[config.mk]
export PLATFORM = sky130hd
export DESIGN_NAME = mlp_result_collector
export DESIGN_NICKNAME = d
export VERILOG_FILES = /design/src/rtl/mlp_pkg.sv /design/src/rtl/mlp_result_collector_argmax_tracker.sv /design/src/rtl/mlp_result_collector.sv
export SDC_FILE = /design/constraint.sdc
export NUM_CORES = 1
export LEC_CHECK = 0
export CAP_MARGIN = 20
export CORE_MARGIN = 1.5
export CORE_UTILIZATION = 53
export DETAILED_ROUTE_END_ITERATION = 10
export PLACE_DENSITY = 0.82
export SLEW_MARGIN = 20
export SYNTH_ARGS = -nofsm -noshare
export SYNTH_HDL_FRONTEND = slang
export SYNTH_SLANG_ARGS = --single-unit
[constraint.sdc]
create_clock -name clk -period 2.89 [get_ports clk]
set_input_delay 0.578 -clock clk [delete_from_list [all_inputs] [get_ports clk]]
set_output_delay 0.578 -clock clk [all_outputs]
set_load 0.01 [all_outputs]
[src/rtl/mlp_pkg.sv]
// Shared constants and the FSM state type for the MLP result collector.
// Index width is fixed at 4 bits, so NUM_CLASS and NUM_IMG must stay within 1..15.
package mlp_pkg;

  localparam int SCORE_W_DEF   = 24;
  localparam int NUM_CLASS_DEF = 10;
  localparam int NUM_IMG_DEF   = 10;
  localparam int IDX_W         = 4;

  typedef enum logic [1:0] {
    IDLE    = 2'd0,
    COLLECT = 2'd1,
    EMIT    = 2'd2,
    DONE    = 2'd3
  } state_e;

endpackage

[src/rtl/mlp_result_collector_argmax_tracker.sv]
// Running signed arg-max over one image's stream of class scores.
// win_idx is the index including the score presented this cycle, so the caller can store the winner on the final beat.
module argmax_tracker
  import mlp_pkg::*;
#(
  parameter int SCORE_W = SCORE_W_DEF
) (
  input  logic                      clk,
  input  logic                      rst_n,
  input  logic                      clear,
  input  logic                      en,
  input  logic signed [SCORE_W-1:0] score,
  output logic signed [SCORE_W-1:0] max,
  output logic        [IDX_W-1:0]   idx,
  output logic        [IDX_W-1:0]   win_idx
);

  logic signed [SCORE_W-1:0] max_q, max_d;
  logic        [IDX_W-1:0]   idx_q, idx_d;
  logic        [IDX_W-1:0]   pos_q, pos_d;
  logic                      greater;

  always_ff @(posedge clk or negedge rst_n) begin
    if (!rst_n) begin
      max_q <= '0;
      idx_q <= '0;
      pos_q <= '0;
    end else begin
      max_q <= max_d;
      idx_q <= idx_d;
      pos_q <= pos_d;
    end
  end

  // Strictly-greater update only, so ties keep the lower class number.
  always_comb begin
    max_d   = max_q;
    idx_d   = idx_q;
    pos_d   = pos_q;
    greater = score > max_q;
    win_idx = clear ? IDX_W'(1) : (greater ? pos_q : idx_q);
    if (en) begin
      if (clear || greater) max_d = score;
      idx_d = win_idx;
      pos_d = clear ? IDX_W'(2) : pos_q + IDX_W'(1);
    end
  end

  assign max = max_q;
  assign idx = idx_q;

endmodule

[src/rtl/mlp_result_collector.sv]
// Collects NUM_CLASS scores per image, emits the arg-max class (1-based) and
// keeps a per-image result buffer for the whole batch.
module mlp_result_collector
  import mlp_pkg::*;
#(
  parameter int SCORE_W   = SCORE_W_DEF,
  parameter int NUM_CLASS = NUM_CLASS_DEF,
  parameter int NUM_IMG   = NUM_IMG_DEF
) (
  input  logic               clk,
  input  logic               rst_n,
  input  logic               start,
  input  logic               score_valid,
  output logic               score_ready,
  input  logic [SCORE_W-1:0] score_data,
  input  logic               score_last,
  output logic               cls_valid,
  input  logic               cls_ready,
  output logic [IDX_W-1:0]   cls_idx,
  input  logic [IDX_W-1:0]   rd_addr,
  output logic [IDX_W-1:0]   rd_data,
  output logic               done,
  output logic               err_len
);

  localparam logic [IDX_W-1:0] LAST_BEAT = IDX_W'(NUM_CLASS - 1);
  localparam logic [IDX_W-1:0] LAST_IMG  = IDX_W'(NUM_IMG - 1);

  state_e                    state_q, state_d;
  logic [IDX_W-1:0]          beat_q, beat_d;
  logic [IDX_W-1:0]          img_q, img_d;
  logic                      err_q, err_d;
  logic [IDX_W-1:0]          buf_q [NUM_IMG];

  logic                      accept;
  logic                      is_last_beat;
  logic                      start_ok;
  logic [IDX_W-1:0]          win_idx;
  logic [IDX_W-1:0]          trk_idx;
  logic signed [SCORE_W-1:0] max_unused;

  assign accept       = score_valid && score_ready;
  assign is_last_beat = (beat_q == LAST_BEAT);
  assign start_ok     = start && ((state_q == IDLE) || (state_q == DONE));

  argmax_tracker #(
    .SCORE_W (SCORE_W)
  ) u_argmax (
    .clk     (clk),
    .rst_n   (rst_n),
    .clear   (accept && (beat_q == '0)),
    .en      (accept),
    .score   ($signed(score_data)),
    .max     (max_unused),
    .idx     (trk_idx),
    .win_idx (win_idx)
  );

  always_ff @(posedge clk or negedge rst_n) begin
    if (!rst_n) state_q <= IDLE;
    else        state_q <= state_d;
  end

  always_comb begin
    state_d = state_q;
    case (state_q)
      IDLE:    if (start) state_d = COLLECT;
      COLLECT: if (accept && is_last_beat) state_d = EMIT;
      EMIT:    if (cls_ready) state_d = (img_q == LAST_IMG) ? DONE : COLLECT;
      DONE:    if (start) state_d = COLLECT;
      default: state_d = IDLE;
    endcase
  end

  always_comb begin
    score_ready = (state_q == COLLECT);
    cls_valid   = (state_q == EMIT);
    done        = (state_q == DONE);
  end

  // The tracker index only moves on accepted beats, so it is stable for the whole EMIT stay.
  assign cls_idx = trk_idx;
  assign err_len = err_q;

  always_ff @(posedge clk or negedge rst_n) begin
    if (!rst_n) begin
      beat_q <= '0;
      img_q  <= '0;
      err_q  <= 1'b0;
    end else begin
      beat_q <= beat_d;
      img_q  <= img_d;
      err_q  <= err_d;
    end
  end

  always_comb begin
    beat_d = beat_q;
    img_d  = img_q;
    err_d  = err_q;
    if (start_ok) begin
      beat_d = '0;
      img_d  = '0;
      err_d  = 1'b0;
    end
    if (accept) begin
      beat_d = is_last_beat ? '0 : beat_q + IDX_W'(1);
      if (score_last != is_last_beat) err_d = 1'b1;
    end
    if ((state_q == EMIT) && cls_ready && (img_q != LAST_IMG)) img_d = img_q + IDX_W'(1);
  end

  // Entries survive a new start and are only replaced as each image finishes.
  always_ff @(posedge clk or negedge rst_n) begin
    if (!rst_n) begin
      for (int i = 0; i < NUM_IMG; i++) buf_q[i] <= '0;
    end else if (accept && is_last_beat) begin
      buf_q[img_q] <= win_idx;
    end
  end

  assign rd_data = ({1'b0, rd_addr} < (IDX_W + 1)'(NUM_IMG)) ? buf_q[rd_addr] : '0;

endmodule

==> results of run 1 <==
==> sequential cells by signal, summed over array words and instances (netlist names) <==
name	flops
u_argmax.idx	4
err_len	1
state_q	2
u_argmax.max	24
buf_q	40
u_argmax.pos_q	4
beat_q	4
img_q	4
==> metal layers <==
| metal | wire length, µm | part of all wire [%] |
|---|---|---|
| met1 | 5640 | 39 |
| met2 | 7310 | 50 |
| met3 | 1030 | 7.1 |
| met4 | 576 | 4.0 |
| met5 | 0 | 0 |
==> area by class of cell <==
class	instances	share of cell area (%)
inverters	35	2.05
clock buffers	12	2.26
repair buffers	88	13.5
clock inverters	3	0.234
well taps	129	2.51
multi-input cells	378	47.1
flip-flops and latches	83	32.4
==> synth_stat cells (2+ instances only) <==
cell | count | share of area (%)
a32o_1 | 4 | 0.79
nor2_1 | 16 | 1.2
nand3_1 | 53 | 5.2
nor3b_1 | 2 | 0.30
buf_1 | 3 | 0.22
nand4_1 | 47 | 5.8
nor2b_1 | 2 | 0.25
and3_1 | 2 | 0.25
mux4_2 | 8 | 3.5
o211ai_1 | 41 | 6.1
o21ai_0 | 15 | 1.5
a31oi_1 | 3 | 0.37
buf_6 | 2 | 0.44
inv_1 | 35 | 2.6
xor2_1 | 3 | 0.52
nand3b_1 | 6 | 0.89
a21oi_1 | 13 | 1.3
ha_1 | 36 | 8.9
clkbuf_1 | 34 | 2.5
mux2i_1 | 9 | 1.8
nor3_1 | 2 | 0.20
mux2_2 | 26 | 5.8
nand2_1 | 65 | 4.8
dfrtp_1 | 83 | 41
and2_1 | 9 | 1.1
==> power by group through the flow <==
stage                     registers (mW)  logic, mW  clock network [mW]
after floorplan                     1.61       1.65                   0
after global placement              1.80       2.14                   0
after detailed placement            1.82       2.27                   0
after CTS                           1.80       2.51               0.757
after global routing                1.85       2.88               0.811
final                               1.84       2.68               0.760
==> stage by stage <==
step           setup slack (ns)  area (µm²)  util, %
3_3_place_gp             -0.424        5980     64.4
2_1_floorplan           0.00234        5300        -
6_report                 0.0472        6420     69.1
3_5_place_dp             -0.563        5980     64.4
4_1_cts                 -0.0126        6360     68.5
5_1_grt                 -0.0387        6420     69.1
==> final timing paths <==
check	startpoint	to	slack [ns]
worst max-delay path	score_data[17]	u_argmax.max[0]	0.05
worst min-delay path	rst_n	u_argmax.max[6]	0.23
worst max register to register	u_argmax.max[16]	u_argmax.max[0]	0.07
worst min register to register	buf_q[27]	buf_q[27]	0.49
max in group asynchronous	rst_n	buf_q[38]	2.09
min in group clk	buf_q[27]	buf_q[27]	0.49
==> kinds of logic (layout without fill, tap and decap cells) <==
kind of cell	Yosys count	in the layout	synth area share, %
buffers and inverters	75	138	5.86
AND/OR/NAND/NOR	208	208	20.5
multiplexers	43	43	11.1
AO/OA/AOI/OAI	87	87	12.1
XOR/XNOR	4	4	0.690
adder cells (fa/ha/maj)	36	36	8.86
flip-flops	83	83	40.9
==> repair_timing <==
item | CTS | global route
resized for setup | 49 | 22
endpoints found under the setup margin | 71 | 46
setup buffers | 12 | 2
pin swaps | 9 | 11
gates cloned | 3 | 1
==> out/results.tsv, run 1 <==
stage	metric	value	unit
layout	final_cells	728	
place	placedCellCount	696	
die	num_rows	35	
layout	diodes	0	
power	p_seq_share	34.8	%
detailed_routing	dr.pass1.iters	8	
detailed_routing	drt_iter0_markers	471	
detailed_routing	ant_nets	0	
grt	grtUsageMet2	50.6	%
logic_synthesis	syn_inst	536	
sta	slew_violations	0	
grt	grt_max_degree	84	
clock_tree	worstSkewPairLatency	0.37	ns
layout	fillers	679	
worst_setup_path	cp_cell_sequence	clkdlybuf4s15_1 -> ha_4 -> nand4_1 -> buf_4 -> nor4_4 -> buf_4 -> o31a_1 -> nor3_4 -> o31ai_4 -> buf_6 -> buf_12 -> mux2_2	
sta	setup_viol	0	
detailed_routing	vias_per_cell	6.43	
detailed_routing	vias	4683	
clock_tree	htreeDepth	3	
worst_setup_path	path_class	input port to flop	
worst_setup_path	crit_family	buffers and inverters	
worst_setup_path	start_kind	input port	
grt	antenna_found_initial	0	
logic_synthesis	syn-mean-instance-area	9.48	µm²
clock_tree	postCtsHoldBufs	0	
logic_synthesis	netlist-cell-type-count	42	
layout	num-nets-final	665	
layout	layout_commonest_cell	dfrtp_1	
worst_setup_path	r2r_cells	12	
die	core-area	9280	µm²
grt	grt_usage	29.0	%
power	total_power	5.27	mW
place	gp_congestion	0.806	
logic_synthesis	syn_area	5080	µm²
layout	multi_input_area	3020	µm²
grt	grt_pass1_vias	4676	
sta	tightest_slew	0.783	ns
worst_setup_path	required	3.15	ns
place	dpl.hpwl	9130	µm
clock_tree	clk_pin_slew	0.09	ns
die	initial_core_util	54.7	%
layout	drive_gt1_share	20.9	%
power	p_clk_share	14.4	%
logic_synthesis	ys_ff_latch	83	
power	power.density	822	nW/µm²
grt	met3_usage	4.02	%
logic_synthesis	ys_warn_count	0	
detailed_routing	wl	14600	µm
sta	fmax	352	MHz
worst_setup_path	cpMostUsedCell	buf_4	
power	p_sw	2.27	mW
power	max-vdd-ir-drop	0.000556	V
detailed_routing	drc	0	
sta	whs	0.227	ns
logic_synthesis	synth-edff-count	0	
clock_tree	cts_buffers	9	
run_status	status	finished, final reports clean	
worst_setup_path	crit_buf_inv	5	
power	comb_power_share	50.8	%
logic_synthesis	synthArstFlopShare	100	%
power	p_int	3.01	mW
hold_path	min_path_type	input port to asynchronous set/reset pin	
grt	grt_util_met1	36.0	%
sta	setup_tns	0	ns
grt	grt_overflow	0	
detailed_routing	wire_per_inst	20.0	µm
job	cap_violations	0	
worst_setup_path	crit_cells	12	
worst_setup_path	worst-path-max-fanout	6	
sta	fin_crit	2.84	ns
sta	skew	0.0143	ns
layout	area_growth	26.3	%
worst_setup_path	critPathMaxStageDelay	0.34	ns
worst_setup_path	worstSetupEndpointType	flop	
die	fp.dieArea	10200	µm²
clock_tree	cts_buffer_depth	2	
worst_setup_path	arrival	3.10	ns
clock_tree	cts-root-buf	clkbuf_8	
worst_setup_path	cp_slowest_cell	mux2_2	
die	num_io_pins	46	
clock_tree	cts.sinks	83	
grt	grt_pass1_wl	22800	µm
sta	fin_crit_sh	98.4	%
clock_tree	cts_tree	yes	
sta	max-slew-margin-rel	47.8	%
layout	seq_area	2080	µm²
die	die_w	101	µm
die	die_y	101	µm
layout	final_cell_mix	dfrtp_1 (83), nand2_1 (65), nand3_1 (53)	
logic_synthesis	syn-num-nets	606	
logic_synthesis	seq_area_frac_synth	40.9	%
place	portBuffers	45	
sta	final_hold_viol_count	0	
power	sw_frac_of_total	43.0	%
logic_synthesis	synth_ff_type	dfrtp_1	
power	p_leak	2.96	nW
grt	globalRoute.busiestLayer	met2	
(Power assumes the default switching activity.)
==> inputs of run 2 (changes only) <==
GPL_TIMING_DRIVEN = 0   (was default)
==> run 2 against run 1 <==
The flow now finishes with violations (negative setup slack). Fmax is 2.4% lower. Non-clock buffer count is 11 higher. Register-to-register slack lost 0.08 ns. Sequential share of layout area grew 0.12 points. Critical endpoint is now u_argmax.max[7]. Die area is the same. Power shrank 1.1%. Final area fell by 0.37%. Sequential power is 11% lower.
==> out/results.tsv, run 2 (synthesis gave the netlist of run 1 again) <==
stage	metric	value	unit
worst_setup_path	required	3.16	ns
detailed_routing	ant_nets	0	
grt	grt_pass1_wl	22500	µm
die	num_io_pins	46	
hold_path	min_path_type	input port to asynchronous set/reset pin	
worst_setup_path	path_class	input port to flop	
clock_tree	clk_pin_slew	0.10	ns
grt	grt_pass1_vias	4726	
grt	globalRoute.busiestLayer	met2	
layout	final_cell_mix	dfrtp_1 (83), nand2_1 (65), nand3_1 (53)	
layout	area_growth	25.9	%
layout	regMostFlops	buf_q	
sta	setup_viol	9	
grt	met3_usage	5.76	%
worst_setup_path	cp_cell_sequence	clkdlybuf4s15_1 -> ha_4 -> nand4_1 -> nor3_2 -> a221o_1 -> a211o_4 -> o21a_1 -> o31ai_4 -> buf_6 -> buf_6 -> mux2_2	
worst_setup_path	start_kind	input port	
worst_setup_path	reg2reg_from	u_argmax.max[18]	
sta	max-slew-margin-rel	56.4	%
place	portBuffers	44	
clock_tree	postCtsHoldBufs	0	
worst_setup_path	critPathMaxStageDelay	0.36	ns
sta	fin_crit_sh	101	%
layout	diodes	0	
die	die_w	101	µm
job	cap_violations	0	
power	p_leak	2.98	nW
grt	grt_overflow	0	
layout	drive_gt1_share	19.0	%
grt	grt_usage	28.3	%
detailed_routing	drt_iter0_markers	668	
sta	fin_ws	-0.0238	ns
die	die_y	101	µm
place	dpl.hpwl	9550	µm
grt	antenna_found_initial	0	
clock_tree	cts_tree	yes	
detailed_routing	wire_per_inst	19.1	µm
worst_setup_path	cp_slowest_cell	a211o_4	
clock_tree	htreeDepth	3	
clock_tree	cts.sinks	83	
run_status	violations	negative setup slack	
clock_tree	cts_buffers	9	
clock_tree	cts_buffer_depth	2	
worst_setup_path	critPathLaunch	score_data[17]	
sta	fin_crit	2.91	ns
clock_tree	worstSkewPairLatency	0.37	ns
grt	grt_max_degree	53	
grt	grtUsageMet2	47.5	%
sta	whs	0.135	ns
detailed_routing	dr.pass1.iters	9	
power	max-vdd-ir-drop	0.000571	V
place	dp_slack	-0.992	ns
power	total_power	5.21	mW
layout	num-nets-final	676	
sta	final_hold_viol_count	0	
detailed_routing	vias	4702	
clock_tree	cts-root-buf	clkbuf_8	
sta	slew_violations	0	
worst_setup_path	worst-path-max-fanout	6	
sta	skew	0.0105	ns
die	num_rows	35	
detailed_routing	wl	14100	µm
die	initial_core_util	54.7	%
sta	fmax	343	MHz
place	gp_congestion	0.912	
layout	largest_register_ffs	40	
sta	rsz0062_at_grt	true	
layout	layout_commonest_cell	dfrtp_1	
die	core-area	9280	µm²
worst_setup_path	cpMostUsedCell	buf_6	
power	power.density	815	nW/µm²
detailed_routing	drc	0	
sta	tightest_slew	0.654	ns
run_status	status	finished, violations left	
die	fp.dieArea	10200	µm²
worst_setup_path	worstSetupEndpointType	flop	
worst_setup_path	arrival	3.18	ns
detailed_routing	vias_per_cell	6.35	
grt	grt_util_met1	35.9	%
==> run 2: what timing repair did <==
action                                  4_1_cts  5_1_grt
gates resized for setup                      41       62
pin swaps                                     7       16
setup buffers                                 8        5
gates cloned                                  1        1
endpoints found under the setup margin       72       70
==> run 2: critical path, delay by kind of cell <==
family                   cells  cell delay, ns
AND/OR/NAND/NOR              2            0.31
AO/OA/AOI/OAI                4            1.18
multiplexers                 1            0.34
buffers and inverters        3            0.51
adder cells (fa/ha/maj)      1            0.26
==> run 2: layer usage <==
metal | part of all wire, % | wire [µm]
met5 | 0 | 0
met4 | 3.4 | 474
met3 | 8.3 | 1180
met2 | 49 | 6880
met1 | 40 | 5600
==> run 2: report_power, final <==
| group | total, mW | switching [mW] | internal [mW] |
|---|---|---|---|
| Combinational | 2.75 | 1.57 | 1.18 |
| Sequential | 1.64 | 0.210 | 1.43 |
| Clock | 0.818 | 0.492 | 0.326 |
| Total | 5.21 | 2.28 | 2.94 |
==> run 2: layout make-up <==
| cell class | instances | area [µm²] |
|---|---|---|
| Inverter | 35 | 131 |
| Tap cell | 129 | 161 |
| Timing Repair Buffer | 60 | 597 |
| Sequential cell | 83 | 2080 |
| Multi-Input combinational cell | 378 | 3020 |
| Clock inverter | 7 | 60.1 |
| Clock buffer | 9 | 124 |
| Buffer | 39 | 226 |
| Fill cell | 700 | 2890 |
==> run 2: path summary, 6_finish.rpt <==
check	end	slack [ns]	depth (start not counted)
max in group asynchronous	buf_q[6]	2.14	2
max reg2reg	u_argmax.max[7]	-0.01	11
min in group clk	u_argmax.max[1]	0.49	2
min	u_argmax.max[1]	0.14	1
max	u_argmax.max[7]	-0.02	11
min reg2reg	buf_q[37]	0.49	2
==> run 2: stage by stage <==
step,utilization [%],instance area (µm²),setup TNS [ns],std cells
floorplan,-,5300,0,536
global placement,63.6,5900,-192.13,709
detailed placement,63.8,5930,-53.88,710
CTS,66.9,6210,-0.00654,735
global route,68.9,6390,-2.26,740
finish,68.9,6390,-0.0904,740
